<file path="src/rtl/register_file.sv">
// ---------------------------------------------------------------------------
// register_file
//
// Multi-ported register file with two combinational read ports and one
// synchronous write port. Register 0 is hardwired to zero: writes to address
// 0 are discarded and do not count. An 8-bit counter tracks accepted writes
// and wraps from 255 to 0.
//
// Optional feature (macro REGFILE_BYPASS_EN):
//   When defined, a read port whose address matches an in-flight accepted
//   write (We=1, Waddr!=0, Rst=0) returns Wdata in the same cycle instead of
//   the stored value. Storage, Wcount and R0 behaviour are unaffected.
//   When undefined, read ports show the stored value until the commit edge.
//
// Parameters:
//   WIDTH - data bits per register
//   DEPTH - number of registers (power of two, >= 2)
//   AW    - address bits, log2(DEPTH)
//
// Ports:
//   Clk      in   clock, all state updates on the rising edge
//   Rst      in   asynchronous active-high reset, clears storage and Wcount
//   We       in   write enable, sampled on rising Clk
//   Waddr    in   write address
//   Wdata    in   write data
//   Raddr_a  in   read port A address
//   Raddr_b  in   read port B address
//   Rdata_a  out  read port A data (combinational)
//   Rdata_b  out  read port B data (combinational)
//   Wcount   out  registered count of accepted writes (wraps)
// ---------------------------------------------------------------------------
module register_file #(
    parameter int WIDTH = 8,
    parameter int DEPTH = 8,
    parameter int AW    = 3
) (
    input  logic             Clk,
    input  logic             Rst,
    input  logic             We,
    input  logic [AW-1:0]    Waddr,
    input  logic [WIDTH-1:0] Wdata,
    input  logic [AW-1:0]    Raddr_a,
    input  logic [AW-1:0]    Raddr_b,
    output logic [WIDTH-1:0] Rdata_a,
    output logic [WIDTH-1:0] Rdata_b,
    output logic [7:0]       Wcount
);

    // Only R1..R(DEPTH-1) have storage; R0 is produced as a constant by the
    // read muxes, so it can never hold anything but zero.
    logic [WIDTH-1:0] regs [1:DEPTH-1];
    logic [7:0]       wcount_q;

    // A write is accepted only with We high, a non-zero address and reset
    // released. Rst also has priority in the sequential block; gating here
    // keeps the bypass path quiet during reset.
    logic wr_accept;
    assign wr_accept = We && (Waddr != '0) && !Rst;

    // Storage and write counter.
    always_ff @(posedge Clk or posedge Rst) begin
        if (Rst) begin
            for (int i = 1; i < DEPTH; i++) begin
                regs[i] <= '0;
            end
            wcount_q <= '0;
        end else begin
            for (int i = 1; i < DEPTH; i++) begin
                if (wr_accept && (Waddr == AW'(i))) begin
                    regs[i] <= Wdata;
                end
            end
            if (wr_accept) begin
                wcount_q <= wcount_q + 8'd1;
            end
        end
    end

    assign Wcount = wcount_q;

    // Read muxes. Address 0 falls through to the zero default.
    logic [WIDTH-1:0] stored_a;
    logic [WIDTH-1:0] stored_b;

    always_comb begin
        stored_a = '0;
        stored_b = '0;
        for (int i = 1; i < DEPTH; i++) begin
            if (Raddr_a == AW'(i)) begin
                stored_a = regs[i];
            end
            if (Raddr_b == AW'(i)) begin
                stored_b = regs[i];
            end
        end
    end

`ifdef REGFILE_BYPASS_EN
    // Forward the pending write to any port reading the same address.
    // wr_accept already excludes address 0 and reset.
    always_comb begin
        Rdata_a = stored_a;
        Rdata_b = stored_b;
        if (wr_accept && (Raddr_a == Waddr)) begin
            Rdata_a = Wdata;
        end
        if (wr_accept && (Raddr_b == Waddr)) begin
            Rdata_b = Wdata;
        end
    end
`else
    assign Rdata_a = stored_a;
    assign Rdata_b = stored_b;
`endif

endmodule

</file>
<file path="config.mk">
export PLATFORM = sky130hd
export DESIGN_NAME = register_file
export DESIGN_NICKNAME = d
export VERILOG_FILES = /design/src/rtl/register_file.sv
export SDC_FILE = /design/constraint.sdc
export NUM_CORES = 1
export LEC_CHECK = 0
export ABC_CLOCK_PERIOD_IN_PS = 3050
export CORE_AREA = 4 4 100 102
export CTS_CLUSTER_SIZE = 12
export DETAILED_ROUTE_END_ITERATION = 10
export DIE_AREA = 0 0 104 106
export PLACE_DENSITY = 0.56
export SETUP_SLACK_MARGIN = 0.5
export SLEW_MARGIN = 0
export SYNTH_ARGS = -nofsm -noshare
export SYNTH_HDL_FRONTEND = slang
export SYNTH_SLANG_ARGS = --single-unit
</file>
<file path="constraint.sdc">
create_clock -name Clk -period 3.05 [get_ports Clk]
set_input_delay 0.305 -clock Clk [delete_from_list [all_inputs] [get_ports Clk]]
set_output_delay 0.305 -clock Clk [all_outputs]
set_load 0.01 [all_outputs]
</file>
==> results of run 1 <==
[placed cells by master (no fill, tap or decap), types with 3 or more instances in the layout]
master,count
a21o_1,4
a21oi_1,14
a221oi_1,8
a222oi_1,5
a22o_1,5
a22oi_1,5
buf_4,20
clkbuf_2,3
clkbuf_8,11
clkdlybuf4s50_1,35
dfrtp_1,64
dlygate4sd2_1,3
inv_1,6
mux2_2,58
mux2_4,8
mux2i_1,13
nand2_1,14
nand2b_1,5
nand4_1,6
nor2_1,6
nor2b_1,5
o21ai_0,10
o221ai_1,3
o22ai_1,13
xnor2_1,5
[per-stage QoR]
step	instance area (µm²)	power [µW]	hold slack [ps]	setup slack, ps
4_1_cts	4420	2680	222	511
3_5_place_dp	4230	2040	474	279
2_1_floorplan	3600	1700	454	1150
3_3_place_gp	4230	2030	462	297
5_1_grt	4450	2820	263	490
6_report	4450	2670	229	583
[how the worst max path moves through the flow]
stage,start,end,slack [ps]
after floorplan,Rst,Wcount[0],1150
after CTS,Raddr_b[1],Rdata_b[5],510
after global placement,Raddr_a[1],Rdata_a[3],300
after global routing,Raddr_a[2],Rdata_a[7],490
final,Raddr_a[2],Rdata_a[7],580
after detailed placement,Raddr_a[1],Rdata_a[3],280
[power by group]
part           switching [µW]  total, µW  internal, µW  leakage, µW
clock                     311        636           325    0.0000842
sequential                197       1260          1060     0.000789
combinational             307        775           469      0.00108
total                     815       2670          1850      0.00195
[sequential cells by signal (all words and copies together), names as in the netlist]
signal / cells
Wcount: 8
regs: 56
[layer usage]
metal	track usage	vias to the layer above
li1	-	1296
met5	0	-
met1	0.260	1381
met4	0.0788	0
met3	0.0316	18
met2	0.271	91
[layout make-up]
type	count	area [µm²]
clock buffer	12	155
fill	850	4660
timing repair buffer	66	623
tap	111	139
multi-input combinational	222	1900
sequential	64	1600
inverter	8	33.8
clock inverter	1	5.00
[cells by family after synthesis]
family,synth area share
DFF,0.445
AOI/OAI and AO/OA,0.148
buffers and inverters,0.0355
and+or+nand+nor,0.0998
adders and majority gates,0.00348
muxes,0.251
xor gates and xnor gates,0.0170
[worst register-to-register path, delay by kind of cell (launching register included)]
kind	cells	cell delay, ps
flip-flops	1	430
adder cells (fa/ha/maj)	1	300
multiplexers	1	260
[what timing repair did]
item	CTS	global route
gates resized for setup	12	12
buffers inserted	3	0
gates cloned	0	1
endpoints found under the setup margin	16	8
pin swaps	0	1
==> qor.yml, run 1 <==
routedWlPerCell_um: 20.2
grt_antenna_before_repair: 0
met1Wirelength_mm: 4.58
final_cells: 484
vdd_ir_drop_max_uv: 234
drc: 0
clk_latency_ps: 340
place_inst: 467
start_util: 0.395
nets: 392
clk_path_buf_depth: 2
cp_max_fo: 10
post-route-period-util: 0.809
fp.dieW_um: 104
hpwl_mm: 6.82
status: "finished, final reports clean"
rr_worst_depth: 2
grt_usage: 0.182
regToRegStartpoint: "Wcount[0]"
setup_viol: 0
grt_pass1_wl_mm: 15.7
grt_max_degree: 30
max_freq_mhz: 405
yosysSeqAreaShare: 0.445
ant_nets: 0
io_pins: 44
synth.distinct_cells: 46
yosysTopAreaCellShare: 0.445
reg2reg_to: "Wcount[1]"
wl_met2_mm: 4.42
period_needed_ps: 2470
core_um2: 9110
io_buffers: 43
die_area_um2: 11000
cpLargestDelayFamily: "buffers and inverters"
ctsHoldBuffers: 0
worst_setup_path_end_kind: "output pin"
ff2ff_setup_slack_ps: 1960
path_cells: "dlygate4sd2_1, buf_4, mux2_2, a221oi_1, o21ai_0, clkdlybuf4s50_1"
h-tree-depth: 3
worst_pin_slew_ps: 671
ys_top_cells_by_area: "dfrtp_1, mux2_2, mux2i_1"
dr.pass1.iters: 5
maxCapViolCount: 0
cts_buffers: 9
drt_iter0_drc: 164
syn_inst: 314
yosysTopAreaCell: "dfrtp_1"
cp.depth: 6
num_rows: 35
fin_util: 0.489
cp.required_ps: 2740
crit_arrival_ps: 2160
synth_nets: 335
crit_type: "in2out"
synth-async-reset-ratio: 1.00
ys_seq_elements: 64
hold_path.class: "in2async"
diodes: 0
maxUsedRoutingLayer: "met4"
cts.reportedPaths.clkPinSlew_ps: 70
hold_viol: 0
p_leak_uw: 0.00195
slowest_stage: "clkdlybuf4s50_1"
cts_tree: "built"
area_growth_pct: 23.7
max_slew_margin: 0.552
ys.flop_type: "dfrtp_1"
cp_num_buf_inv: 3
die_h_um: 106
synth_edf_count: 0
gr-total-overflow: 0
num_vias: 2786
fin_worst_skew_ps: 3.07
grt_pass1_vias: 2775
power_density_nw_per_um2: 599
syn_area_um2: 3600
syn_avg_cell_area_um2: 11.5
clock_sinks: 64
start_kind: "input port"
layout-drive-gt1-share: 0.327
place_congestion: 0.872
drv_slew: 0
max_stage_delay_ps: 500
wirelength_mm: 9.80
rsz0062_at_grt: "yes"
yosys_warnings: 0
clock-root-buffer: "clkbuf_8"
vias_per_cell: 5.76
setup_tns_ps: 0
dr_wl_met3_um: 572
synth.most_common_cell: "dfrtp_1"
synthTopCellsByCount: "dfrtp_1, mux2_2, nand2_1"
No activity file was read; power rests on OpenSTA's default activity.
==> run 2: changes to the inputs <==
- ABC_CLOCK_PERIOD_IN_PS: 3050 -> 2200
- PLACE_DENSITY: 0.56 -> 0.58
- clock period: 3.05 -> 2.2 ns (I/O delays scaled with it)
==> qor.yml, run 2 (synthesis results as in run 1) <==
status: "finished, final reports clean"
rsz0062_at_grt: "yes"
nets: 425  # +8.4%
wirelength_mm: 10.1  # +2.8%
io_buffers: 43  # unchanged
layout-drive-gt1-share: 0.458  # +0.131
largest_reg_flops: 56  # unchanged
clk_path_buf_depth: 2  # unchanged
max_freq_mhz: 531
ant_nets: 0  # unchanged
die_h_um: 106  # unchanged
final_cells: 519  # +7.2%
crit_arrival_ps: 1660  # -500 ps
power_density_nw_per_um2: 837  # +40%
place_inst: 496  # +6.2%
cp.required_ps: 1980  # -760 ps
max_slew_margin: 0.769  # +0.217
area_growth_pct: 32.8
grt_pass1_vias: 2911  # +4.9%
cp_max_fo: 3  # -7
io_pins: 44  # unchanged
multi_input_area_um2: 1970  # +3.8%
start_kind: "flop"
post-route-period-util: 0.855
switching_share: 0.301  # -0.00441
final_common_cell: "dfrtp_1"
die_area_um2: 11000  # unchanged
gr-total-overflow: 0  # unchanged
num_rows: 35  # unchanged
drv_slew: 0  # unchanged
switchingPower_uw: 1200  # +48%
place_ws_ps: -294  # -573 ps
drc: 0  # unchanged
vdd_ir_drop_max_uv: 273  # +17%
grt_antenna_before_repair: 0  # unchanged
hold_viol: 0  # unchanged
setup_tns_ps: 0  # unchanged
finalPower_uw: 4000  # +50%
num_vias: 2896  # +3.9%
setup_viol: 0  # unchanged
place_congestion: 0.921  # +5.7%
fp.dieW_um: 104  # unchanged
share_comb_of_total_power: 0.292  # about the same
fin_worst_skew_ps: 3.13  # +0.0655 ps
register_area_um2: 1600  # unchanged
start_util: 0.395  # unchanged
timing.final.ws_setup_ps: 318  # -265 ps
dr.pass1.iters: 6  # +1
clk_latency_ps: 340  # about the same
h-tree-depth: 3  # unchanged
worst_pin_slew_ps: 346  # -325 ps
cts_tree: "built"
cts_buffers: 9  # unchanged
vias_per_cell: 5.58  # -3.1%
seqPwrFrac: 0.436  # -0.035
p_leak_uw: 0.00214  # +9.9%
routedWlPerCell_um: 19.4  # -4.2%
hold_path.class: "in2async"
clock-root-buffer: "clkbuf_8"
crit_type: "reg2out"
drt_iter0_drc: 196  # +20%
internal-power_uw: 2800  # +51%
core_um2: 9110  # unchanged
diodes: 0  # unchanged
maxCapViolCount: 0  # unchanged
grt_usage: 0.186  # +0.00362
cts.reportedPaths.clkPinSlew_ps: 70  # about the same
worst_setup_path_end_kind: "output pin"
fillers: 860  # +1.2%
clock_sinks: 64  # unchanged
grt_max_degree: 65  # +120%
regMostFlops: "regs"
clkPwrFrac: 0.271  # +0.033
hold_slack_ps: 329  # +99.9 ps
final_cell_mix: "dfrtp_1, mux2_2, buf_4"
hpwl_mm: 7.10  # +4.2%
period_needed_ps: 1880
grt_pass1_wl_mm: 15.9  # +1.6%
==> run 2: final cells by class <==
class | instances | area share
clock buffer | 11 | 0.0275
clock inverter | 4 | 0.0147
tap | 111 | 0.0290
multi-input combinational | 222 | 0.411
inverter | 8 | 0.00707
timing repair buffer | 99 | 0.175
sequential | 64 | 0.335
==> run 2: layer usage <==
metal  up-vias  track usage  routed length (µm)
met5         -            0                   0
met4         0       0.0570                 131
met3        11       0.0364                 339
met2        61        0.306                4810
met1      1458        0.247                4790
li1       1366            -                   -
==> run 2: path summary, 6_finish.rpt <==
path                       slack (ps)    endpoint      start  cells after the start
min in group Clk                  490   Wcount[7]  Wcount[7]                      1
hold reg to reg                   490   Wcount[7]  Wcount[7]                      1
setup reg to reg                 1080   Wcount[1]  Wcount[0]                      2
hold / removal                    330   Wcount[3]        Rst                      3
setup / recovery                  320  Rdata_a[7]   regs[47]                      5
max in group asynchronous        1570    regs[24]        Rst                      3
==> run 2: through the flow <==
step	instance area, µm²	util
after global routing	4780	0.525
final	4780	0.525
after floorplan	3600	-
after global placement	4470	0.491
after detailed placement	4470	0.491
after CTS	4750	0.521
==> run 2: critical path, stage by stage, from the launching register on <==
cell and delay [ps]:
dfrtp_1 400, nor2b_1 140, a31o_2 200, a222oi_1 300, o21ai_1 130, buf_2 150
==> run 2: power by group through the flow <==
| stage | Sequential [µW] | Clock, µW | Combinational (µW) |
|---|---|---|---|
| after floorplan | 1690 | 0 | 673 |
| after global placement | 1750 | 0 | 1100 |
| after detailed placement | 1750 | 0 | 1120 |
| after CTS | 1730 | 1110 | 1140 |
| after global routing | 1780 | 1150 | 1270 |
| final | 1750 | 1090 | 1170 |
==> run 2: timing repair <==
item | in CTS | in global routing
hold buffers | 0 | 0
setup buffers | 5 | 3
pin swaps | 17 | 11
resized for setup | 104 | 18
setup endpoints to repair | 16 | 23
==> run 3: changes to the inputs <==
- CAP_MARGIN: default -> 25
==> results of run 3 <==
The final DEF is identical to that of run 2; final timing and power are the same.
